`src/rtl/dmem_write_arbiter.sv`:
```
// Per-core store FIFOs drained round-robin into the single registered dmem write port.
// Optional DMEM_WARB_CUTTHROUGH_EN: a lone store into an all-empty arbiter skips its FIFO.

module dmem_warb_fifo #(
  parameter int W     = 64,
  parameter int DEPTH = 4
) (
  input  logic         i_clk,
  input  logic         i_reset,
  input  logic         i_push,
  input  logic         i_pop,
  input  logic [W-1:0] i_wdata,
  output logic [W-1:0] o_rdata,
  output logic         o_empty,
  output logic         o_full,
  output logic         o_ovf
);
  localparam int PW = $clog2(DEPTH);
  localparam int CW = PW + 1;

  logic [W-1:0]  r_mem [DEPTH];
  logic [PW-1:0] r_wptr, r_rptr;
  logic [CW-1:0] r_cnt;
  logic          r_ovf;
  logic          w_push_ok, w_pop_ok;

  assign o_empty   = (r_cnt == '0);
  assign o_full    = (r_cnt == CW'(DEPTH));
  assign o_rdata   = r_mem[r_rptr];
  assign o_ovf     = r_ovf;
  assign w_pop_ok  = i_pop && !o_empty;
  // A full FIFO still takes a store when its head leaves at the same edge.
  assign w_push_ok = i_push && (!o_full || w_pop_ok);

  always_ff @(posedge i_clk or posedge i_reset) begin
    if (i_reset) begin
      r_wptr <= '0;
      r_rptr <= '0;
      r_cnt  <= '0;
      r_ovf  <= 1'b0;
    end else begin
      if (w_push_ok) r_wptr <= r_wptr + 1'b1;
      if (w_pop_ok)  r_rptr <= r_rptr + 1'b1;
      case ({w_push_ok, w_pop_ok})
        2'b10:   r_cnt <= r_cnt + 1'b1;
        2'b01:   r_cnt <= r_cnt - 1'b1;
        default: r_cnt <= r_cnt;
      endcase
      if (i_push && !w_push_ok) r_ovf <= 1'b1;
    end
  end

  always_ff @(posedge i_clk) begin
    if (w_push_ok) r_mem[r_wptr] <= i_wdata;
  end
endmodule

module dmem_write_arbiter #(
  parameter int NCORES = 8,
  parameter int AW     = 32,
  parameter int DW     = 32,
  parameter int DEPTH  = 4
) (
  input  logic                 i_clk,
  input  logic                 i_reset,
  input  logic [NCORES-1:0]    i_core_we,
  input  logic [NCORES*AW-1:0] i_core_addr,
  input  logic [NCORES*DW-1:0] i_core_wd,
  output logic                 o_mem_we,
  output logic [AW-1:0]        o_mem_addr,
  output logic [DW-1:0]        o_mem_wd,
  output logic [2:0]           o_mem_src,
  output logic [NCORES-1:0]    o_fifo_full,
  output logic [NCORES-1:0]    o_ovf_sticky,
  output logic                 o_idle
);
  localparam int LGW = $clog2(NCORES);

  typedef struct packed {
    logic [AW-1:0] addr;
    logic [DW-1:0] data;
  } entry_t;

  entry_t [NCORES-1:0] w_in, w_head;
  logic [NCORES-1:0]   w_push, w_pop, w_empty;
  logic                w_gnt_vld;
  logic [LGW-1:0]      w_gnt_idx;
  int                  w_idx;

  logic                r_mem_we;
  logic [AW-1:0]       r_mem_addr;
  logic [DW-1:0]       r_mem_wd;
  logic [2:0]          r_mem_src;
  logic [LGW-1:0]      r_last_grant;

  genvar g;
  generate
    for (g = 0; g < NCORES; g++) begin : g_lane
      assign w_in[g]  = {i_core_addr[g*AW +: AW], i_core_wd[g*DW +: DW]};
      assign w_pop[g] = w_gnt_vld && (w_gnt_idx == LGW'(g));
      dmem_warb_fifo #(.W($bits(entry_t)), .DEPTH(DEPTH)) u_fifo (
        .i_clk   (i_clk),
        .i_reset (i_reset),
        .i_push  (w_push[g]),
        .i_pop   (w_pop[g]),
        .i_wdata (w_in[g]),
        .o_rdata (w_head[g]),
        .o_empty (w_empty[g]),
        .o_full  (o_fifo_full[g]),
        .o_ovf   (o_ovf_sticky[g])
      );
    end
  endgenerate

  // Walk from farthest to nearest so the first non-empty after last_grant wins.
  always_comb begin
    w_gnt_vld = 1'b0;
    w_gnt_idx = '0;
    w_idx     = 0;
    for (int k = NCORES; k >= 1; k--) begin
      w_idx = int'(r_last_grant) + k;
      if (w_idx >= NCORES) w_idx = w_idx - NCORES;
      if (!w_empty[w_idx]) begin
        w_gnt_vld = 1'b1;
        w_gnt_idx = LGW'(w_idx);
      end
    end
  end

`ifdef DMEM_WARB_CUTTHROUGH_EN
  logic           w_cut;
  logic [LGW-1:0] w_cut_idx;

  // All-empty implies no pop this edge, so a single store may bypass its FIFO.
  always_comb begin
    w_cut     = (&w_empty) && $onehot(i_core_we);
    w_cut_idx = '0;
    for (int i = 0; i < NCORES; i++)
      if (i_core_we[i]) w_cut_idx = LGW'(i);
  end
  assign w_push = i_core_we & ~{NCORES{w_cut}};
`else
  assign w_push = i_core_we;
`endif

  always_ff @(posedge i_clk or posedge i_reset) begin
    if (i_reset) begin
      r_mem_we     <= 1'b0;
      r_mem_addr   <= '0;
      r_mem_wd     <= '0;
      r_mem_src    <= '0;
      r_last_grant <= LGW'(NCORES - 1);
    end else begin
      r_mem_we <= 1'b0;
`ifdef DMEM_WARB_CUTTHROUGH_EN
      if (w_cut) begin
        r_mem_we     <= 1'b1;
        r_mem_addr   <= w_in[w_cut_idx].addr;
        r_mem_wd     <= w_in[w_cut_idx].data;
        r_mem_src    <= 3'(w_cut_idx);
        r_last_grant <= w_cut_idx;
      end else
`endif
      if (w_gnt_vld) begin
        r_mem_we     <= 1'b1;
        r_mem_addr   <= w_head[w_gnt_idx].addr;
        r_mem_wd     <= w_head[w_gnt_idx].data;
        r_mem_src    <= 3'(w_gnt_idx);
        r_last_grant <= w_gnt_idx;
      end
    end
  end

  assign o_mem_we   = r_mem_we;
  assign o_mem_addr = r_mem_addr;
  assign o_mem_wd   = r_mem_wd;
  assign o_mem_src  = r_mem_src;
  assign o_idle     = (&w_empty) && !r_mem_we;
endmodule
```
`config.mk`:
```
export PLATFORM = sky130hd
export DESIGN_NAME = dmem_write_arbiter
export DESIGN_NICKNAME = d
export VERILOG_FILES = /design/src/rtl/dmem_write_arbiter.sv
export SDC_FILE = /design/constraint.sdc
export NUM_CORES = 2
export LEC_CHECK = 0
export ABC_AREA = 0
export BUFFER_PORTS_ARGS = -buffer_cell sky130_fd_sc_hd__buf_2
export CORE_UTILIZATION = 60
export DETAILED_ROUTE_END_ITERATION = 8
export PLACE_DENSITY_LB_ADDON = 0.08
export SLEW_MARGIN = 5
export SYNTH_ARGS = -nofsm -noshare
export SYNTH_HDL_FRONTEND = slang
export SYNTH_SLANG_ARGS = --single-unit
```
`constraint.sdc`:
```
create_clock -name i_clk -period 7.25 [get_ports i_clk]
set_input_delay 0.3625 -clock i_clk [delete_from_list [all_inputs] [get_ports i_clk]]
set_output_delay 0.3625 -clock i_clk [all_outputs]
set_load 0.02 [all_outputs]
```
==> metrics.md <==
| Metric | Value |
|---|---|
| Status | `finished, violations left` |
| Violated checks | `DRC` |
| Syn avg cell area | `22.1 um^2` |
| Initial antenna violation count | `just over 80` |
| Yosys top cell by area | `edfxtp_1` |
| Rel. slew slack | `a little under a quarter` |
| Multi-input logic area | `0.0189 mm^2` |
| Setup-failing EPs final | `0` |
| Ys flop type | `edfxtp_1` |
| Crit Path Category | `flip-flop to flip-flop` |
| Buf/Inv on CP | `5` |
| Total CTS buffers | `around 210` |
| Seq/Total Area, Yosys | `between 70 and 80%` |
| Routed WL | `between 200 and 250 mm` |
| Total number of vias | `45,097` |
| Row count | `137` |
| Largest net degree at the start of global routing | `95` |
| Dpl ws | `approximately 1100 ps` |
| RSZ-0062 raised after global routing | `false` |
| Die ar. | `between 0.1 and 0.15 mm^2` |
| Global route overflow | `0` |
| Post-synth top area share | `between 70% and 80%` |
| Final ANT Viol Nets | `0` |
| Fillcell total | `8,218` |
| Worst vdd ir | `between 1 and 1.5 mV` |
| Synth warn | `0` |
| Crit path max-delay family | `buffers and inverters` |
| Register bit total from synthesis | `between 2,000 and 2,500` |
| Layout cells sized above 1 | `a little under a third` |
| CP Launch Type | `flip-flop` |
| Detailed Route Iter0 Violations | `approximately 5,600` |
| Flop pwr share | `38.8%` |
| Vias in the first global route | `between 40,000 and 50,000` |
| Clock skew | `roughly 29 ps` |
| Logic pwr share | `39.5%` |
| CTS resizes | `0` |
| Initial core utilization | `between 60% and 70%` |
| Routability cong. | `~0.93` |
| Area Overhead vs Synth | `20.6%` |
| Setup slack after layout | `just over 900 ps` |
| CP cell instances | `inv_1, ha_1, inv_2, mux2i_1, mux4_2, a2111oi_0, a2111o_1, a211oi_4, buf_4, nand2_1, inv_1, ha_1, inv_1, fa_1, xor2_1, nor2_1, xor2_1` |
| Critical Path RT | `7990 ps` |
| Post-CTS Hold Buffers | `520` |
| Die Y | `~380 um` |
| Clock sinks | `between 2,000 and 2,500` |
| Core region area | `approximately 0.14 mm^2` |
| Cell leakage power | `0.0351 uW` |
| Post-synthesis cell count | `around 3,800` |
| Net switching power | `around 18,000 uW` |
| DRT Pass-1 Iters | `9` |
| FMAX | `roughly 160 MHz` |
| CTS tree | `yes` |
| Root buffer cell | `clkbuf_16` |
| WL/cell | `around 32 um` |
| DRC | `1` |
| I/O Buffers | `between 600 and 700` |
| PD cells | `~470 mW/mm^2` |
| Hold Violations, Final | `0` |
| Max-slew violation count | `0` |
| Period utilisation layout | `about 87%` |
| Hold crit path type | `input pin to flip-flop` |
| Crit-path max cell delay | `roughly 860 ps` |
| Least-Margin Pin Slew | `around 1100 ps` |
| Clock power frac | `21.7%` |
| Ranking of synthesized cells by area | `edfxtp_1, mux4_2, dfrtp_1` |
| Crit Path Max Fanout | `34` |
| Post-synth EDFFs | `between 2,000 and 2,500` |
| Avg Vias per Cell | `about 6.3` |
| Int Pwr | `roughly 31,000 uW` |
| Setup TNS | `0 ps` |
| # IOs | `607` |
| Critical-path top delay cell | `dfstp_2` |
| Max Cap Viol | `0` |
| CTS clk-pin slew, worst paths | `about 70 ps` |
| Top cell by count, worst path | `inv_1` |
| Crit end category | `flip-flop` |
| Syn nets | `approximately 4,400` |
| Synth unique cells | `73` |
| Switching power share of the total | `36.9%` |
| H-tree levels | `4` |
| Register area | `0.0649 mm^2` |
| Clock Path Buffers | `3` |
| Total Routing Usage GR | `roughly a third` |
| Post-CTS Setup Inserts | `0` |
| Post-DP HPWL | `between 150 and 200 mm` |
| Min Tclk post-route | `approximately 6300 ps` |
| Worst hold slack | `~65 ps` |
| Synth Cell Area | `between 0.08 and 0.09 mm^2` |
| Die Width | `approximately 380 um` |
| Ys async rst share | `under 10%` |
| Clk Latency, worst-skew pair | `roughly 820 ps` |
| Global-route wire length before repair | `321 mm` |
| Final nets | `5,613` |
| Arr. time, crit path | `just over 7000 ps` |
## kinds of logic (layout without fill, tap and decap cells)
family                     count (synthesis)  count (layout)  share of synthesized area [%]
adders and majority gates                 47              47                          0.764
DFF                                     2183            2183                           76.5
and+or+nand+nor                          235             235                           1.42
other                                      0              50                              0
muxes                                    774             774                           16.9
AOI/OAI and AO/OA                        280             280                           2.53
xor gates and xnor gates                  41              41                          0.423
buffers and inverters                    273            1657                           1.43
## area by class of cell
class / instances / area share, %
sequential: 2183 / 63.5
clock buffer: 279 / 5.61
multi-input combinational: 1377 / 18.5
clock inverter: 104 / 0.779
tap: 1876 / 2.29
antenna: 50 / 0.122
timing repair buffer: 1211 / 8.99
inverter: 63 / 0.236
## synth_stat cells (all sizes together) (15+ instances only)
library cell	n
and2	27
mux4	522
or3	15
a22oi	30
a22o	24
xnor2	26
nor2	53
nand3	31
o22ai	36
and3	15
mux2i	181
edfxtp	2048
o21ai	39
dfrtp	132
nand2	67
ha	39
buf	88
a21oi	24
inv	63
clkbuf	122
xor2	15
mux2	71
a211oi	36
## tightest hold or removal path, stage by stage
cell and delay, ps:
buf_2 160, nor3b_1 200, o31a_1 130
## registers in the layout (all words and copies together) (netlist names)
signal / flops
g_lane.u_fifo.r_mem: 2048
o_mem_addr: 32
o_mem_wd: 32
g_lane.u_fifo.r_cnt: 24
g_lane.u_fifo.r_rptr: 16
g_lane.u_fifo.r_wptr: 16
g_lane.u_fifo.o_ovf: 8
o_mem_src: 3
r_last_grant: 3
o_mem_we: 1
## path summary, 6_finish.rpt
kind,to,from,slack (ps),depth (start not counted)
max in group asynchronous,g_lane[4].u_fifo.r_rptr[1]$_DFFE_PP0P_,i_reset,5290,4
worst min-delay path,g_lane[7].u_fifo.r_cnt[2]$_DFFE_PP0P_,i_core_we[7],60,3
min in group asynchronous,g_lane[6].u_fifo.o_ovf$_DFFE_PP0P_,i_reset,260,3
worst max register to register,g_lane[1].u_fifo.r_cnt[2]$_DFFE_PP0P_,r_last_grant[0]$_DFFE_PP1N_,920,17
worst min register to register,g_lane[2].u_fifo.o_ovf$_DFFE_PP0P_,g_lane[2].u_fifo.o_ovf$_DFFE_PP0P_,460,1
worst max-delay path,g_lane[1].u_fifo.r_cnt[2]$_DFFE_PP0P_,r_last_grant[0]$_DFFE_PP1N_,920,17
## placed cells by master (no fill, tap or decap), drive strengths merged, types with 6 or more instances in the layout
master | Yosys | layout
o21a | 6 | 6
or3 | 15 | 15
nor3 | 11 | 11
nor4 | 7 | 7
diode | 0 | 50
a21oi | 24 | 24
clkbuf | 122 | 279
a222oi | 11 | 11
ha | 39 | 39
nand2 | 67 | 67
clkinvlp | 0 | 7
o21ai | 39 | 39
mux4 | 522 | 522
xnor2 | 26 | 26
a211oi | 36 | 36
and2 | 27 | 27
nor2 | 53 | 53
buf | 88 | 691
clkinv | 0 | 82
o22ai | 36 | 36
nand3 | 31 | 31
fa | 8 | 8
mux2i | 181 | 181
edfxtp | 2048 | 2048
a22oi | 30 | 30
dlygate4sd3 | 0 | 520
bufinv | 0 | 11
o211ai | 10 | 10
a31oi | 9 | 9
a22o | 24 | 24
xor2 | 15 | 15
dfrtp | 132 | 132
o22a | 13 | 13
and3 | 15 | 15
inv | 63 | 67
mux2 | 71 | 71
## per-stage QoR
stage	cell area (um^2)	instances	util (%)	power, uW
5_1_grt	102000	7124	73.1	49900
2_1_floorplan	84800	3833	-	30400
3_3_place_gp	90400	6190	64.7	37400
6_report	102000	7143	73.1	48400
4_1_cts	102000	7093	73.1	48200
3_5_place_dp	90400	6190	64.7	37600
## layer usage
layer / vias up / wire, um / global-route usage, %
met3: 382 / 23500 / 7.73
met4: 52 / 6270 / 8.82
met2: 2376 / 106000 / 48.4
met1: 23764 / 90600 / 47.6
met5: - / 323 / 0
li1: 18523 / - / -
## power by group through the flow
| stage | clock [uW] | sequential, uW | combinational [uW] |
|---|---|---|---|
| finish | 10500 | 18800 | 19100 |
| global route | 11000 | 19000 | 19900 |
| CTS | 10500 | 18800 | 18900 |
| detailed placement | 0 | 19000 | 18600 |
| global placement | 0 | 18900 | 18500 |
| floorplan | 0 | 18100 | 12300 |
No activity file was read; power rests on OpenSTA's default activity.
